[config.mk]
export PLATFORM = sky130hd
export DESIGN_NAME = hazard_ctrl
export DESIGN_NICKNAME = d
export VERILOG_FILES = /design/src/rtl/hazard_ctrl_pkg.sv /design/src/rtl/hazard_ctrl_fwd_sel.sv /design/src/rtl/hazard_ctrl.sv
export VERILOG_INCLUDE_DIRS = /design/src /design/src/rtl
export SDC_FILE = /design/constraint.sdc
export NUM_CORES = 1
export LEC_CHECK = 0
export ABC_AREA = 1
export CORE_UTILIZATION = 51
export DETAILED_ROUTE_END_ITERATION = 10
export GPL_ROUTABILITY_DRIVEN = 1
export MAX_ROUTING_LAYER = met4
export PLACE_DENSITY = 0.8
export SLEW_MARGIN = 20
export SYNTH_ARGS = -nofsm -noshare
export SYNTH_HDL_FRONTEND = slang
export SYNTH_SLANG_ARGS = --single-unit
[constraint.sdc]
create_clock -name clk -period 4.23 [get_ports clk]
set_clock_uncertainty 0.2 [all_clocks]
set_input_delay 1.269 -clock clk [delete_from_list [all_inputs] [get_ports clk]]
set_output_delay 1.269 -clock clk [all_outputs]
set_load 0.01 [all_outputs]
[src/rtl/param.v]
`ifndef PARAM_V
`define PARAM_V
`define NO_forward  2'b00
`define EX_forward  2'b01
`define MEM_forward 2'b10
`define WB_forward  2'b11
`endif

[src/rtl/hazard_ctrl_pkg.sv]
// hazard_ctrl_pkg: scoreboard entry type, forward select encodings and the stage match rule
`include "param.v"
package hazard_ctrl_pkg;
   localparam logic [1:0] FWD_NO  = `NO_forward;
   localparam logic [1:0] FWD_EX  = `EX_forward;
   localparam logic [1:0] FWD_MEM = `MEM_forward;
   localparam logic [1:0] FWD_WB  = `WB_forward;
   typedef struct packed {
      logic       valid;
      logic [4:0] rd;
      logic       we;
      logic       load;
   } sb_entry_t;
   localparam int SB_W = $bits(sb_entry_t);
   function automatic logic stage_match(sb_entry_t e, logic [4:0] r, logic used);
      return e.valid && e.we && (e.rd == r) && (r != 5'd0) && used;
   endfunction
endpackage

[src/rtl/hazard_ctrl_fwd_sel.sv]
// hazard_ctrl_fwd_sel: per-operand forward select and load-use detection
//   r, used       : source register and whether it is read
//   ex, mem, wb   : scoreboard entries (sb_entry_t bits)
//   sel           : 2-bit forward select
//   lu_hazard     : operand depends on a load still in EX or MEM
module hazard_ctrl_fwd_sel
   import hazard_ctrl_pkg::*;
(
   input  logic [4:0]      r,
   input  logic            used,
   input  logic [SB_W-1:0] ex,
   input  logic [SB_W-1:0] mem,
   input  logic [SB_W-1:0] wb,
   output logic [1:0]      sel,
   output logic            lu_hazard
);
   sb_entry_t ex_e, mem_e, wb_e;
   logic      ex_hit, mem_hit, wb_hit;
   always_comb begin
      ex_e    = sb_entry_t'(ex);
      mem_e   = sb_entry_t'(mem);
      wb_e    = sb_entry_t'(wb);
      ex_hit  = stage_match(ex_e, r, used);
      mem_hit = stage_match(mem_e, r, used);
      wb_hit  = stage_match(wb_e, r, used);
      // only the youngest match counts, so a younger ALU write hides an older load
      lu_hazard = ex_hit ? ex_e.load : (mem_hit & mem_e.load);
      sel = ex_hit  ? (ex_e.load  ? FWD_NO : FWD_EX)  :
            mem_hit ? (mem_e.load ? FWD_NO : FWD_MEM) :
            wb_hit  ? FWD_WB : FWD_NO;
   end
endmodule

[src/rtl/hazard_ctrl.sv]
// hazard_ctrl: shadow scoreboard, forwarding selects, load-use stall, branch flush, perf counters
//   clk, rst_n                : clock, synchronous active-low reset
//   id_*                      : ID-stage instruction fields
//   ex_branch_taken           : EX redirects the PC this cycle
//   forwardA/B                : operand forward selects
//   pc_hold, ifid_hold        : stall controls
//   ifid_flush, idex_bubble   : bubble controls
//   stall_cnt, flush_cnt      : wrapping performance counters
module hazard_ctrl
   import hazard_ctrl_pkg::*;
#(
   parameter int CNT_W = 32
) (
   input  logic             clk,
   input  logic             rst_n,
   input  logic             id_valid,
   input  logic [4:0]       id_rs1,
   input  logic [4:0]       id_rs2,
   input  logic             id_rs1_used,
   input  logic             id_rs2_used,
   input  logic [4:0]       id_rd,
   input  logic             id_reg_we,
   input  logic             id_is_load,
   input  logic             ex_branch_taken,
   output logic [1:0]       forwardA,
   output logic [1:0]       forwardB,
   output logic             pc_hold,
   output logic             ifid_hold,
   output logic             ifid_flush,
   output logic             idex_bubble,
   output logic [CNT_W-1:0] stall_cnt,
   output logic [CNT_W-1:0] flush_cnt
);
   sb_entry_t        ex_q, mem_q, wb_q, ex_d, mem_d, wb_d;
   logic [CNT_W-1:0] stall_cnt_q, stall_cnt_d, flush_cnt_q, flush_cnt_d;
   logic             lu_a, lu_b, stall;
   hazard_ctrl_fwd_sel u_fwd_a (
      .r(id_rs1), .used(id_rs1_used), .ex(ex_q), .mem(mem_q), .wb(wb_q),
      .sel(forwardA), .lu_hazard(lu_a)
   );
   hazard_ctrl_fwd_sel u_fwd_b (
      .r(id_rs2), .used(id_rs2_used), .ex(ex_q), .mem(mem_q), .wb(wb_q),
      .sel(forwardB), .lu_hazard(lu_b)
   );
   always_comb begin
      // a taken branch kills the ID instruction, so it never holds the front end
      stall       = id_valid & (lu_a | lu_b) & ~ex_branch_taken;
      pc_hold     = stall;
      ifid_hold   = stall;
      ifid_flush  = ex_branch_taken;
      idex_bubble = stall | ex_branch_taken;
      ex_d        = idex_bubble ? '0 : '{valid: id_valid, rd: id_rd, we: id_reg_we, load: id_is_load};
      mem_d       = ex_q;
      wb_d        = mem_q;
      stall_cnt_d = stall_cnt_q + CNT_W'(stall);
      flush_cnt_d = flush_cnt_q + CNT_W'(ex_branch_taken);
   end
   always_ff @(posedge clk) begin
      if (!rst_n) begin
         ex_q        <= '0;
         mem_q       <= '0;
         wb_q        <= '0;
         stall_cnt_q <= '0;
         flush_cnt_q <= '0;
      end else begin
         ex_q        <= ex_d;
         mem_q       <= mem_d;
         wb_q        <= wb_d;
         stall_cnt_q <= stall_cnt_d;
         flush_cnt_q <= flush_cnt_d;
      end
   end
   assign stall_cnt = stall_cnt_q;
   assign flush_cnt = flush_cnt_q;
endmodule

==> insert_results.sql <==
INSERT INTO impl_metrics (metric_group, metric, value, unit) VALUES
('clocking', 'insertion_delay', '0.35', 'ns'),
('critical_path', 'timing.critical_path.fanout_max', '5', ''),
('yosys', 'synth_fp_nets', '653', ''),
('placed_design', 'placedCellCount', '848', ''),
('critical_path', 'path_depth', '11', ''),
('power', 'cell_internal_pwr', '1.10', 'mW'),
('critical_path', 'cp_cell_sequence', 'clkdlybuf4s15_2 > nor2_1 > nand2_1 > nor2_2 > nor2_2 > nand2_2 > nand2_2 > buf_4 > nand2_1 > o21a_1 > dlygate4sd2_1', ''),
('critical_path', 'critical_path.slowest_cell', 'sky130_fd_sc_hd__dlygate4sd2_1', ''),
('power', 'pwr-share-clk', '0.373', ''),
('grt', 'grt_pass1_vias', '4133', ''),
('yosys', 'yosys-top-cells-area', 'sky130_fd_sc_hd__dfxtp_1 39%, sky130_fd_sc_hd__nand2_1 11%, sky130_fd_sc_hd__inv_1 8.4%', ''),
('clocking', 'cts-htree-levels', '3', ''),
('clocking', 'max-clock-path-buffers', '2', ''),
('critical_path', 'critPathKind', 'primary input to output port', ''),
('critical_path', 'critical_path.max_stage_delay', '0.25', 'ns'),
('critical_path', 'worst-path-buf-inv', '3', ''),
('critical_path', 'endpoint_kind', 'output port', ''),
('yosys', 'synth_ff_type', 'sky130_fd_sc_hd__dfxtp_1', ''),
('cells_and_area', 'post_route_cells_drive_above_1_share', '0.170', ''),
('floorplan', 'die_h', '95.1', 'um'),
('yosys', 'synth_enable_flop_cells', '0', ''),
('clocking', 'holdBufCountCts', '0', ''),
('timing', 'timing.final.max_slew_violations', '0', ''),
('power', 'switching_power', '0.388', 'mW'),
('power', 'leakage', '2.46', 'nW'),
('route', 'routed_wirelength', '11200', 'um'),
('cells_and_area', 'antenna_cells_inserted', '0', ''),
('route', 'drt-initial-drc-count', '174', ''),
('route', 'route.antenna.remaining_nets', '0', ''),
('yosys', 'mappedNetlistArea', '4420', 'sq um'),
('outcome', 'run_status', 'completed', ''),
('yosys', 'yosysTopAreaCellShare', '0.394', ''),
('power', 'power.sequential.fraction', '0.560', ''),
('clocking', 'tritoncts', 'yes', ''),
('critical_path', 'timing.critical_path.max_delay_family', 'simple AND/OR/NAND/NOR gates', ''),
('yosys', 'yosys.area.top_type', 'sky130_fd_sc_hd__dfxtp_1', ''),
('timing', 'finalHoldViolCount', '0', ''),
('timing', 'achievable-frequency', '0.242', 'GHz'),
('yosys', 'synth.top_cells.by_count', '133 x sky130_fd_sc_hd__nand2_1, 99 x sky130_fd_sc_hd__inv_1, 87 x sky130_fd_sc_hd__dfxtp_1', ''),
('yosys', 'async_flop_share', '0', ''),
('route', 'drt-vias-per-instance', '5.13', ''),
('cells_and_area', 'area.growth.synth_to_final', '35.3', '%'),
('cells_and_area', 'finish.net_count', '782', ''),
('route', 'wl_per_cell', '13.0', 'um'),
('yosys', 'synthMostInstantiatedCell', 'sky130_fd_sc_hd__nand2_1', ''),
('placed_design', 'port_buffers', '94', ''),
('yosys', 'unique_masters_post_synth', '38', ''),
('job', 'drv.max_cap_violation_count', '0', ''),
('power', 'ir_worst_vdd', '0.198', 'mV'),
('clocking', 'clk_pin_slew', '0.10', 'ns'),
('yosys', 'synthCells', '626', ''),
('floorplan', 'core-area', '8300', 'sq um'),
('power', 'cellPowerDensity', '249', 'nW/um^2'),
('critical_path', 'timing.critical_path.to', 'forwardA[1]', ''),
('yosys', 'synth.avg_cell_area', '7.07', 'sq um'),
('critical_path', 'reg2regPathDepth', '21', ''),
('floorplan', 'io_pins', '95', ''),
('power', 'switching_share_of_power', '0.260', ''),
('route', 'first_pass_iters', '4', ''),
('cells_and_area', 'finish.cell_count_without_fillers', '865', ''),
('timing', 'fin_setup_tns', '0', 'ns'),
('floorplan', 'initial_core_util', '0.533', ''),
('grt', 'gr_overflow_total', '0', ''),
('timing', 'min_period', '4.13', 'ns'),
('cells_and_area', 'layout.filler_cells', '684', ''),
('placed_design', 'hpwlAfterDp', '8360', 'um'),
('power', 'combinational_share_of_power', '0.067', ''),
('critical_path', 'cp-start-kind', 'primary input', ''),
('critical_path', 'regToRegEndpoint', 'stall_cnt[16]$_SDFF_PN0_', ''),
('timing', 'normalized_max_slew_margin', '0.520', ''),
('floorplan', 'placementRows', '33', '');
[sequential cells by signal (all words and copies together) (netlist names)]
register,count
ex_q,8
flush_cnt,32
mem_q,8
stall_cnt,32
wb_q,7
[cell type report]
| cell class | count | area (sq um) | area share |
|---|---|---|---|
| clock buffers | 9 | 124 | 0.0207 |
| multi-input cells | 426 | 2370 | 0.396 |
| flip-flops and latches | 87 | 1740 | 0.291 |
| well taps | 105 | 131 | 0.0219 |
| repair buffers | 129 | 1170 | 0.196 |
| inverters | 102 | 383 | 0.0639 |
| clock inverters | 7 | 63.8 | 0.0107 |
[worst reg2reg max path, stage by stage, from the launching register on]
cell	delay [ns]
sky130_fd_sc_hd__dfxtp_1	0.34
sky130_fd_sc_hd__nand2_1	0.10
sky130_fd_sc_hd__nor2_1	0.12
sky130_fd_sc_hd__nand3_1	0.09
sky130_fd_sc_hd__nor2_2	0.16
sky130_fd_sc_hd__nand2_2	0.10
sky130_fd_sc_hd__nand2_2	0.09
sky130_fd_sc_hd__nand3_2	0.08
sky130_fd_sc_hd__nand2_2	0.11
sky130_fd_sc_hd__nand2_4	0.07
sky130_fd_sc_hd__nor2_4	0.15
sky130_fd_sc_hd__buf_4	0.12
sky130_fd_sc_hd__ha_2	0.18
sky130_fd_sc_hd__ha_1	0.17
sky130_fd_sc_hd__nand2_1	0.12
sky130_fd_sc_hd__nor2_4	0.14
sky130_fd_sc_hd__nand2_2	0.09
sky130_fd_sc_hd__nor3b_4	0.24
sky130_fd_sc_hd__nand3_2	0.14
sky130_fd_sc_hd__nor2_4	0.12
sky130_fd_sc_hd__a21oi_1	0.07
sky130_fd_sc_hd__nor3_1	0.20
[placed cells by master, fill, tap and decap left out, types with 9 or more instances in the layout]
cell type,instances
sky130_fd_sc_hd__nand4_1,14
sky130_fd_sc_hd__nor3b_1,9
sky130_fd_sc_hd__nor3_1,30
sky130_fd_sc_hd__inv_1,96
sky130_fd_sc_hd__nand3_1,20
sky130_fd_sc_hd__clkdlybuf4s50_1,75
sky130_fd_sc_hd__buf_4,34
sky130_fd_sc_hd__a21oi_1,32
sky130_fd_sc_hd__nand2_2,12
sky130_fd_sc_hd__nor2_1,64
sky130_fd_sc_hd__nor2_2,11
sky130_fd_sc_hd__xnor2_1,20
sky130_fd_sc_hd__clkbuf_8,9
sky130_fd_sc_hd__nor2_4,10
sky130_fd_sc_hd__dfxtp_1,87
sky130_fd_sc_hd__nand2_1,126
sky130_fd_sc_hd__o21ai_0,15
[power groups by stage]
stage	Clock (mW)	Combinational (mW)	Sequential, mW
detailed placement	0	0.102	0.853
finish	0.556	0.100	0.834
global route	0.606	0.111	0.835
global placement	0	0.0996	0.853
CTS	0.568	0.100	0.834
floorplan	0	0.0499	0.852
[what timing repair did]
action / in CTS / in global routing
pin swaps: 13 / 18
setup buffers: 1 / 0
setup endpoints to repair: 25 / 23
cloned: 0 / 0
endpoints found under the hold margin: 0 / 0
resized for setup: 51 / 32
[through the flow]
step           hold WS [ns]   util  setup WS (ns)  instance area [sq um]  power, mW
2_1_floorplan         0.207      -          0.324                   4420      0.902
3_3_place_gp          0.214  0.689         -0.576                   5720      0.952
3_5_place_dp          0.220  0.689         -0.713                   5720      0.955
4_1_cts               0.234  0.716         0.0108                   5940       1.50
5_1_grt               0.257  0.721        -0.0157                   5990       1.55
6_report              0.231  0.721          0.100                   5990       1.49
[routing by layer]
metal / global-route usage / share of wire
met2: 0.445 / 0.49
met1: 0.324 / 0.46
met3: 0.0470 / 0.044
met5: - / 0
met4: 0.0644 / 0.0083
[cell families after synthesis]
| kind of cell | Yosys count | synth area share |
|---|---|---|
| AND/OR/NAND/NOR | 327 | 0.356 |
| buffers and inverters | 113 | 0.0976 |
| flip-flops | 87 | 0.394 |
| AO/OA/AOI/OAI | 67 | 0.0857 |
| XOR/XNOR | 28 | 0.0554 |
| adder cells (fa/ha/maj) | 4 | 0.0113 |
[how the worst min path moves through the flow]
stage / slack, ns / from / end / depth (start not counted)
after floorplan: 0.21 / ex_q[0]$_SDFF_PP0_ / mem_q[0]$_SDFF_PN0_ / 2
after global placement: 0.21 / ex_q[7]$_SDFF_PP0_ / mem_q[7]$_SDFF_PN0_ / 2
after detailed placement: 0.22 / ex_q[1]$_SDFF_PP0_ / mem_q[1]$_SDFF_PN0_ / 2
after CTS: 0.23 / ex_q[1]$_SDFF_PP0_ / mem_q[1]$_SDFF_PN0_ / 2
after global routing: 0.26 / ex_q[1]$_SDFF_PP0_ / mem_q[1]$_SDFF_PN0_ / 2
final: 0.23 / ex_q[1]$_SDFF_PP0_ / mem_q[1]$_SDFF_PN0_ / 2
(Power assumes the default switching activity.)
